<file path="src/rtl/seven_seg_pkg.sv">
// Shared seven-segment definitions: letter codes, active-low patterns, word ids
// and the reference words used to classify decoded strings.
package seven_seg_pkg;

  localparam int unsigned SEG_W   = 8;
  localparam int unsigned CODE_W  = 4;
  localparam int unsigned LEN_W   = 3;
  localparam int unsigned ID_W    = 2;
  localparam int unsigned CHARS_W = 24;

  typedef logic [CODE_W-1:0] char_t;
  typedef enum logic {COLLECT, EMIT} state_t;

  localparam char_t CH_A     = 4'd0;
  localparam char_t CH_K     = 4'd1;
  localparam char_t CH_L     = 4'd2;
  localparam char_t CH_M     = 4'd3;
  localparam char_t CH_N     = 4'd4;
  localparam char_t CH_O     = 4'd5;
  localparam char_t CH_S     = 4'd6;
  localparam char_t CH_T     = 4'd7;
  localparam char_t CH_Y     = 4'd8;
  localparam char_t CH_BLANK = 4'd9;
  localparam char_t CH_BAD   = 4'd15;

  // Active-low patterns, bit7 = dp, bits 6..0 = g..a
  localparam logic [SEG_W-1:0] SEG_A     = 8'h88;
  localparam logic [SEG_W-1:0] SEG_K     = 8'h89;
  localparam logic [SEG_W-1:0] SEG_L     = 8'hC7;
  localparam logic [SEG_W-1:0] SEG_M     = 8'hEA;
  localparam logic [SEG_W-1:0] SEG_N     = 8'hAB;
  localparam logic [SEG_W-1:0] SEG_O     = 8'hC0;
  localparam logic [SEG_W-1:0] SEG_S     = 8'h92;
  localparam logic [SEG_W-1:0] SEG_T     = 8'h87;
  localparam logic [SEG_W-1:0] SEG_Y     = 8'h91;
  localparam logic [SEG_W-1:0] SEG_BLANK = 8'hFF;

  localparam logic [ID_W-1:0] WORD_UNKNOWN = 2'd0;
  localparam logic [ID_W-1:0] WORD_TOMSK   = 2'd1;
  localparam logic [ID_W-1:0] WORD_NSK     = 2'd2;
  localparam logic [ID_W-1:0] WORD_ASTANA  = 2'd3;

  localparam logic [CHARS_W-1:0] CHARS_BLANK = 24'h999999;
  localparam logic [CHARS_W-1:0] REF_TOMSK   = 24'h975361;
  localparam logic [CHARS_W-1:0] REF_NSK     = 24'h999461;
  localparam logic [CHARS_W-1:0] REF_ASTANA  = 24'h067040;

  function automatic logic [ID_W-1:0] classify(input logic err,
                                               input logic [LEN_W-1:0] len,
                                               input logic [CHARS_W-1:0] chars);
    if (err)                                 return WORD_UNKNOWN;
    if (len == 3'd5 && chars == REF_TOMSK)   return WORD_TOMSK;
    if (len == 3'd3 && chars == REF_NSK)     return WORD_NSK;
    if (len == 3'd6 && chars == REF_ASTANA)  return WORD_ASTANA;
    return WORD_UNKNOWN;
  endfunction

endpackage

</file>
<file path="src/rtl/seven_seg_word_decoder_if.sv">
// Segment-beat input stream and decoded-word output stream of the word decoder.
interface seven_seg_word_decoder_if;
  import seven_seg_pkg::*;

  logic               in_valid;
  logic               in_ready;
  logic [SEG_W-1:0]   in_seg;
  logic               in_last;
  logic               out_valid;
  logic               out_ready;
  logic [ID_W-1:0]    out_word_id;
  logic [LEN_W-1:0]   out_len;
  logic [CHARS_W-1:0] out_chars;
  logic               out_error;

  modport master (output in_valid, in_seg, in_last, out_ready,
                  input  in_ready, out_valid, out_word_id, out_len, out_chars, out_error);

  modport slave  (input  in_valid, in_seg, in_last, out_ready,
                  output in_ready, out_valid, out_word_id, out_len, out_chars, out_error);
endinterface

</file>
<file path="src/rtl/seven_seg_to_char.sv">
// Combinational active-low seven-segment pattern to letter code; unknown patterns give BAD.
module seven_seg_to_char
  import seven_seg_pkg::*;
(
  input  logic [SEG_W-1:0] seg,
  output char_t            code_c
);

  always_comb begin
    code_c = CH_BAD;
    case (seg)
      SEG_A:     code_c = CH_A;
      SEG_K:     code_c = CH_K;
      SEG_L:     code_c = CH_L;
      SEG_M:     code_c = CH_M;
      SEG_N:     code_c = CH_N;
      SEG_O:     code_c = CH_O;
      SEG_S:     code_c = CH_S;
      SEG_T:     code_c = CH_T;
      SEG_Y:     code_c = CH_Y;
      SEG_BLANK: code_c = CH_BLANK;
      default:   code_c = CH_BAD;
    endcase
  end

endmodule

</file>
<file path="src/rtl/seven_seg_word_decoder.sv">
// Collects up to MAX_DIGITS segment beats into a word of letter codes and
// classifies it as TOMSK, NSK, ASTANA or unknown.
module seven_seg_word_decoder
  import seven_seg_pkg::*;
#(
  parameter int unsigned MAX_DIGITS = 6
) (
  input  logic                    clk,
  input  logic                    reset,
  seven_seg_word_decoder_if.slave bus
);

  localparam int unsigned CNT_W = (MAX_DIGITS > 1) ? $clog2(MAX_DIGITS) : 1;

  state_t             state, state_n;
  logic [CNT_W-1:0]   cnt, cnt_n;
  logic [LEN_W-1:0]   len, len_n;
  logic [CHARS_W-1:0] chars, chars_n;
  logic               err, err_n;
  logic [ID_W-1:0]    id, id_n;
  logic               rdy, rdy_n;
  logic               vld, vld_n;
  char_t              code_c;
  logic               accept_c;

  seven_seg_to_char u_to_char (
    .seg    (bus.in_seg),
    .code_c (code_c)
  );

  assign accept_c = bus.in_valid && rdy;

  always_ff @(posedge clk or posedge reset) begin
    if (reset) begin
      state <= COLLECT;
      cnt   <= '0;
      len   <= '0;
      chars <= CHARS_BLANK;
      err   <= 1'b0;
      id    <= WORD_UNKNOWN;
      rdy   <= 1'b1;
      vld   <= 1'b0;
    end else begin
      state <= state_n;
      cnt   <= cnt_n;
      len   <= len_n;
      chars <= chars_n;
      err   <= err_n;
      id    <= id_n;
      rdy   <= rdy_n;
      vld   <= vld_n;
    end
  end

  always_comb begin
    state_n = state;
    cnt_n   = cnt;
    len_n   = len;
    chars_n = chars;
    err_n   = err;
    id_n    = id;
    case (state)
      COLLECT: begin
        if (accept_c) begin
          cnt_n = cnt + 1'b1;
          // Blanks before the first letter are padding; later ones are holes in the word
          if (code_c == CH_BAD) begin
            err_n = 1'b1;
          end else if (code_c == CH_BLANK) begin
            if (len != '0) err_n = 1'b1;
          end else begin
            chars_n = {chars[CHARS_W-CODE_W-1:0], code_c};
            len_n   = len + 1'b1;
          end
          if (bus.in_last || cnt == CNT_W'(MAX_DIGITS - 1)) begin
            state_n = EMIT;
            id_n    = classify(err_n, len_n, chars_n);
          end
        end
      end
      EMIT: begin
        if (bus.out_ready) begin
          state_n = COLLECT;
          cnt_n   = '0;
          len_n   = '0;
          chars_n = CHARS_BLANK;
          err_n   = 1'b0;
          id_n    = WORD_UNKNOWN;
        end
      end
      default: state_n = COLLECT;
    endcase
    rdy_n = (state_n == COLLECT);
    vld_n = (state_n == EMIT);
  end

  assign bus.in_ready    = rdy;
  assign bus.out_valid   = vld;
  assign bus.out_word_id = id;
  assign bus.out_len     = len;
  assign bus.out_chars   = chars;
  assign bus.out_error   = err;

endmodule

</file>
<file path="src/flat_wrapper.sv">
// flat-port wrapper written by rule: the top's interface ports become plain ports
module seven_seg_word_decoder_flat import seven_seg_pkg::*;
#(
  parameter int unsigned MAX_DIGITS = 6
)
  (clk, reset, bus_in_valid, bus_in_seg, bus_in_last, bus_out_ready, bus_in_ready, bus_out_valid, bus_out_word_id, bus_out_len, bus_out_chars, bus_out_error);
  seven_seg_word_decoder_if bus_i ();
  input  logic clk;
  input  logic reset;
  input wire logic [$bits(bus_i.in_valid)-1:0] bus_in_valid;
  input wire logic [$bits(bus_i.in_seg)-1:0] bus_in_seg;
  input wire logic [$bits(bus_i.in_last)-1:0] bus_in_last;
  input wire logic [$bits(bus_i.out_ready)-1:0] bus_out_ready;
  output wire logic [$bits(bus_i.in_ready)-1:0] bus_in_ready;
  output wire logic [$bits(bus_i.out_valid)-1:0] bus_out_valid;
  output wire logic [$bits(bus_i.out_word_id)-1:0] bus_out_word_id;
  output wire logic [$bits(bus_i.out_len)-1:0] bus_out_len;
  output wire logic [$bits(bus_i.out_chars)-1:0] bus_out_chars;
  output wire logic [$bits(bus_i.out_error)-1:0] bus_out_error;
  assign bus_i.in_valid = bus_in_valid;
  assign bus_i.in_seg = bus_in_seg;
  assign bus_i.in_last = bus_in_last;
  assign bus_i.out_ready = bus_out_ready;
  assign bus_in_ready = bus_i.in_ready;
  assign bus_out_valid = bus_i.out_valid;
  assign bus_out_word_id = bus_i.out_word_id;
  assign bus_out_len = bus_i.out_len;
  assign bus_out_chars = bus_i.out_chars;
  assign bus_out_error = bus_i.out_error;
  seven_seg_word_decoder #(.MAX_DIGITS(MAX_DIGITS)) u_core (.clk(clk), .reset(reset), .bus(bus_i));
endmodule
</file>
<file path="config.mk">
export PLATFORM = sky130hd
export DESIGN_NAME = seven_seg_word_decoder_flat
export DESIGN_NICKNAME = d
export VERILOG_FILES = /design/src/rtl/seven_seg_pkg.sv /design/src/rtl/seven_seg_word_decoder_if.sv /design/src/rtl/seven_seg_to_char.sv /design/src/rtl/seven_seg_word_decoder.sv /design/src/flat_wrapper.sv
export SDC_FILE = /design/constraint.sdc
export NUM_CORES = 1
export LEC_CHECK = 0
export CAP_MARGIN = 20
export CORE_AREA = 2 2 92 76
export CTS_BUF_LIST = sky130_fd_sc_hd__clkbuf_8
export DETAILED_ROUTE_END_ITERATION = 8
export DIE_AREA = 0 0 94 78
export GPL_ROUTABILITY_DRIVEN = 0
export GPL_TIMING_DRIVEN = 0
export SYNTH_ARGS = -nofsm -noshare
export SYNTH_HDL_FRONTEND = slang
export SYNTH_SLANG_ARGS = --single-unit
</file>
<file path="constraint.sdc">
create_clock -name clk -period 5.2 [get_ports clk]
set_clock_uncertainty 0.2 [all_clocks]
set_input_delay 1.04 -clock clk [delete_from_list [all_inputs] [get_ports clk]]
set_output_delay 1.04 -clock clk [all_outputs]
set_load 0.1 [all_outputs]
</file>
==> impl_metrics.csv <==
group,metric,value,unit
routing,drtAntennaViolNets,0,
power_and_ir_drop,power.leakage,0.00110,uW
power_and_ir_drop,power.share.sequential,37.4,%
sta,timing.final.crit_share,71.2,%
global_route,grt_pass1_vias,1993,
global_route,antenna_found_initial,0,
setup_path,startpoint_type,"primary input",
power_and_ir_drop,p_switching,417,uW
setup_path,end_kind,"register",
setup_path,slowest_delay,0.57,ns
die,fp.coreArea,0.00634,mm^2
die,rows,26,
die,fp.dieH,78,um
power_and_ir_drop,pwr-share-comb,36.8,%
setup_path,worst-setup-path-type,"in -> reg",
clocking,cts_hold_buf,0,
sta,rsz0062_at_grt,"false",
clocking,cts_buffers,5,
yosys,synth_edf_count,0,
finish,nets,324,
yosys,yosysSeqAreaShare,40.8,%
flow_run,drv_cap,0,
power_and_ir_drop,peakVddDrop,0.239,mV
die,initial_core_util,34.5,%
power_and_ir_drop,pwr_density_cell,345,mW/mm^2
global_route,grt-ovfl-total,0,
sta,whs,0.310,ns
global_route,grt_pass1_wl,10.6,mm
global_route,track_usage,18.3,%
finish,diodes,0,
yosys,synth_area_leaders,"dfrtp_1, dfstp_2, nand2_1",
clocking,clk_latency,0.29,ns
yosys,ys.flop_type,"dfrtp_1",
sta,hold_violations,0,
yosys,syn-cell-area,0.00219,mm^2
setup_path,cp_data_required_time,5.15,ns
min_path,hp-class,"reg -> reg",
yosys,ys_seq_elements,35,
routing,route.detailed.drc,0,
setup_path,critPathTopFamily,"buffers and inverters",
place,hpwl,4.67,mm
finish,fillers,641,
power_and_ir_drop,swShare,42.4,%
clocking,post_cts_resized,0,
routing,drt_iter0_drc,230,
power_and_ir_drop,pwr-share-clk,25.8,%
sta,tns,0,ns
routing,dr.pass1.iters,5,
clocking,cts_num_sinks,35,
setup_path,cp.arrival,3.65,ns
yosys,synth.avg_cell_area,8.51,um^2
die,die_w,94,um
finish,drive_above_1_share,13.6,%
clocking,cts_tree,"yes",
setup_path,critPathBufInv,2,
clocking,htree_num_levels,2,
sta,relSlewSlack,33.9,%
finish,syn2layout_area_growth,30.7,%
setup_path,cp_max_fo,10,
clocking,cts-root-buf,"clkbuf_8",
setup_path,worstPathCellList,"clkdlybuf4s50_1 > or4b_1 > a211oi_2 > nor2b_1 > a21oi_2 > clkbuf_1 > o21ai_0",
routing,wire_per_inst,16.1,um
clocking,cts_buffer_depth,2,
sta,max_freq,270,MHz
setup_path,slowest_stage,"or4b_1",
die,die_area,0.00733,mm^2
power_and_ir_drop,p_int,568,uW
global_route,grt_max_degree,24,
routing,routed_via_density,5.53,
yosys,netlist_instances,257,
sta,period_minus_slack,3.70,ns
clocking,clkTransAtPathRegs,0.07,ns
die,pin_count,45,
sta,finalSetupViolCount,0,
routing,via_count,2167,
yosys,synth.distinct_cells,57,
sta,slew_viol_final,0,
place,io_buffers,42,
routing,detail_route.wirelength,6.31,mm
yosys,synth_top_area_share,25.2,%
sta,tightest_slew,0.988,ns
clocking,postCtsSetupRepairBufs,0,
yosys,syn_nets,274,
yosys,yosysTopAreaCell,"dfrtp_1",
yosys,async_flop_share,100,%
outcome,run_status,"complete, no violations",
yosys,synth_warnings,0,
[power by group through the flow]
stage          combinational [uW]  clock, uW  sequential [uW]
2_1_floorplan                91.9          0              543
3_3_place_gp                  357          0              373
3_5_place_dp                  363          0              372
4_1_cts                       364        259              368
5_1_grt                       385        272              375
6_report                      363        254              369
[final timing paths]
check | cells after the start | from | to | slack [ns]
min in group asynchronous | 2 | reset | u_core.bus.out_chars[22] | 0.90
setup / recovery | 7 | bus_in_seg[3] | u_core.bus.out_chars[5] | 1.50
max in group asynchronous | 3 | reset | u_core.bus.out_chars[3] | 3.30
hold / removal | 2 | u_core.bus.out_chars[3] | u_core.bus.out_chars[7] | 0.31
hold reg to reg | 2 | u_core.bus.out_chars[3] | u_core.bus.out_chars[7] | 0.31
setup reg to reg | 8 | u_core.bus.out_len[0] | u_core.bus.out_word_id[0] | 2.78
[cell type report]
cell class / instances / area (um^2) / area share (%)
inverter: 7 / 26.3 / 0.919
buffer: 11 / 52.6 / 1.84
multi-input combinational: 204 / 1220 / 42.6
tap: 84 / 105 / 3.68
clock buffer: 6 / 82.6 / 2.89
sequential: 35 / 892 / 31.2
timing repair buffer: 43 / 448 / 15.7
clock inverter: 2 / 35.0 / 1.23
[routing by layer]
metal  vias up  global-route usage, %  part of all wire, %
li1       1040                      -                    -
met1      1037                   29.0                   52
met2        84                   24.6                   41
met3         6                   4.37                  5.9
met4         0                   4.64                 0.89
met5         -                      0                    0
[worst reg2reg max path, delay by kind of cell (launching register included)]
kind                       cells  cell delay [ns]
AOI/OAI and AO/OA              3             0.70
and+or+nand+nor                3             0.52
DFF                            1             0.49
adders and majority gates      1             0.31
xor gates and xnor gates       1             0.16
[stage by stage]
step | std cells | area (um^2) | util (%) | power, uW | setup WS (ns)
after global placement | 383 | 2710 | 42.8 | 731 | 1.30
after detailed placement | 384 | 2740 | 43.2 | 736 | 1.27
final | 392 | 2860 | 45.0 | 985 | 1.50
after global routing | 392 | 2860 | 45.0 | 1030 | 1.36
after CTS | 392 | 2860 | 45.0 | 991 | 1.55
after floorplan | 257 | 2190 | - | 635 | 1.97
[Yosys cell counts (2+ instances only)]
cell,n
a211oi_1,2
a21oi_1,5
and3_1,2
and4b_1,2
buf_2,3
clkbuf_1,7
dfrtp_1,22
dfstp_2,13
ha_1,4
inv_1,7
mux2i_1,2
nand2_1,51
nand3_1,7
nand3b_1,2
nand4_1,5
nand4b_1,3
nor2_1,22
nor2b_1,2
nor3_1,10
nor3b_1,2
nor4_1,2
nor4_2,3
nor4b_1,3
nor4bb_1,2
o211ai_1,2
o21ai_0,28
o21ai_1,2
o21bai_1,2
o22a_1,2
o22ai_1,3
o31ai_1,2
or2_2,3
or3_1,3
or4b_1,3
or4b_2,2
[placed cells by master, fill, tap and decap left out, types with 4 or more instances in the layout]
cell,n
a21oi_1,5
clkbuf_1,7
clkbuf_8,6
clkdlybuf4s50_1,42
dfrtp_1,22
dfstp_2,13
ha_1,4
inv_1,7
nand2_1,51
nand3_1,7
nand4_1,5
nor2_1,22
nor3_1,10
o21ai_0,28
[state kept, by name, summed over array words and instances, names as in the netlist]
signal	count
u_core.bus.in_ready	1
u_core.bus.out_chars	24
u_core.bus.out_error	1
u_core.bus.out_len	3
u_core.bus.out_word_id	2
u_core.cnt	3
u_core.state	1
[cell families (layout without fill, tap and decap cells)]
logic type / count (synthesis) / after routing / share of synthesized area, %
AOI/OAI and AO/OA: 58 / 58 / 16.7
adders and majority gates: 4 / 4 / 2.29
buffers and inverters: 18 / 69 / 3.60
and+or+nand+nor: 138 / 138 / 34.9
xor gates and xnor gates: 2 / 2 / 0.801
DFF: 35 / 35 / 40.8
muxes: 2 / 2 / 0.915
Power figures use the tool's default switching activity.
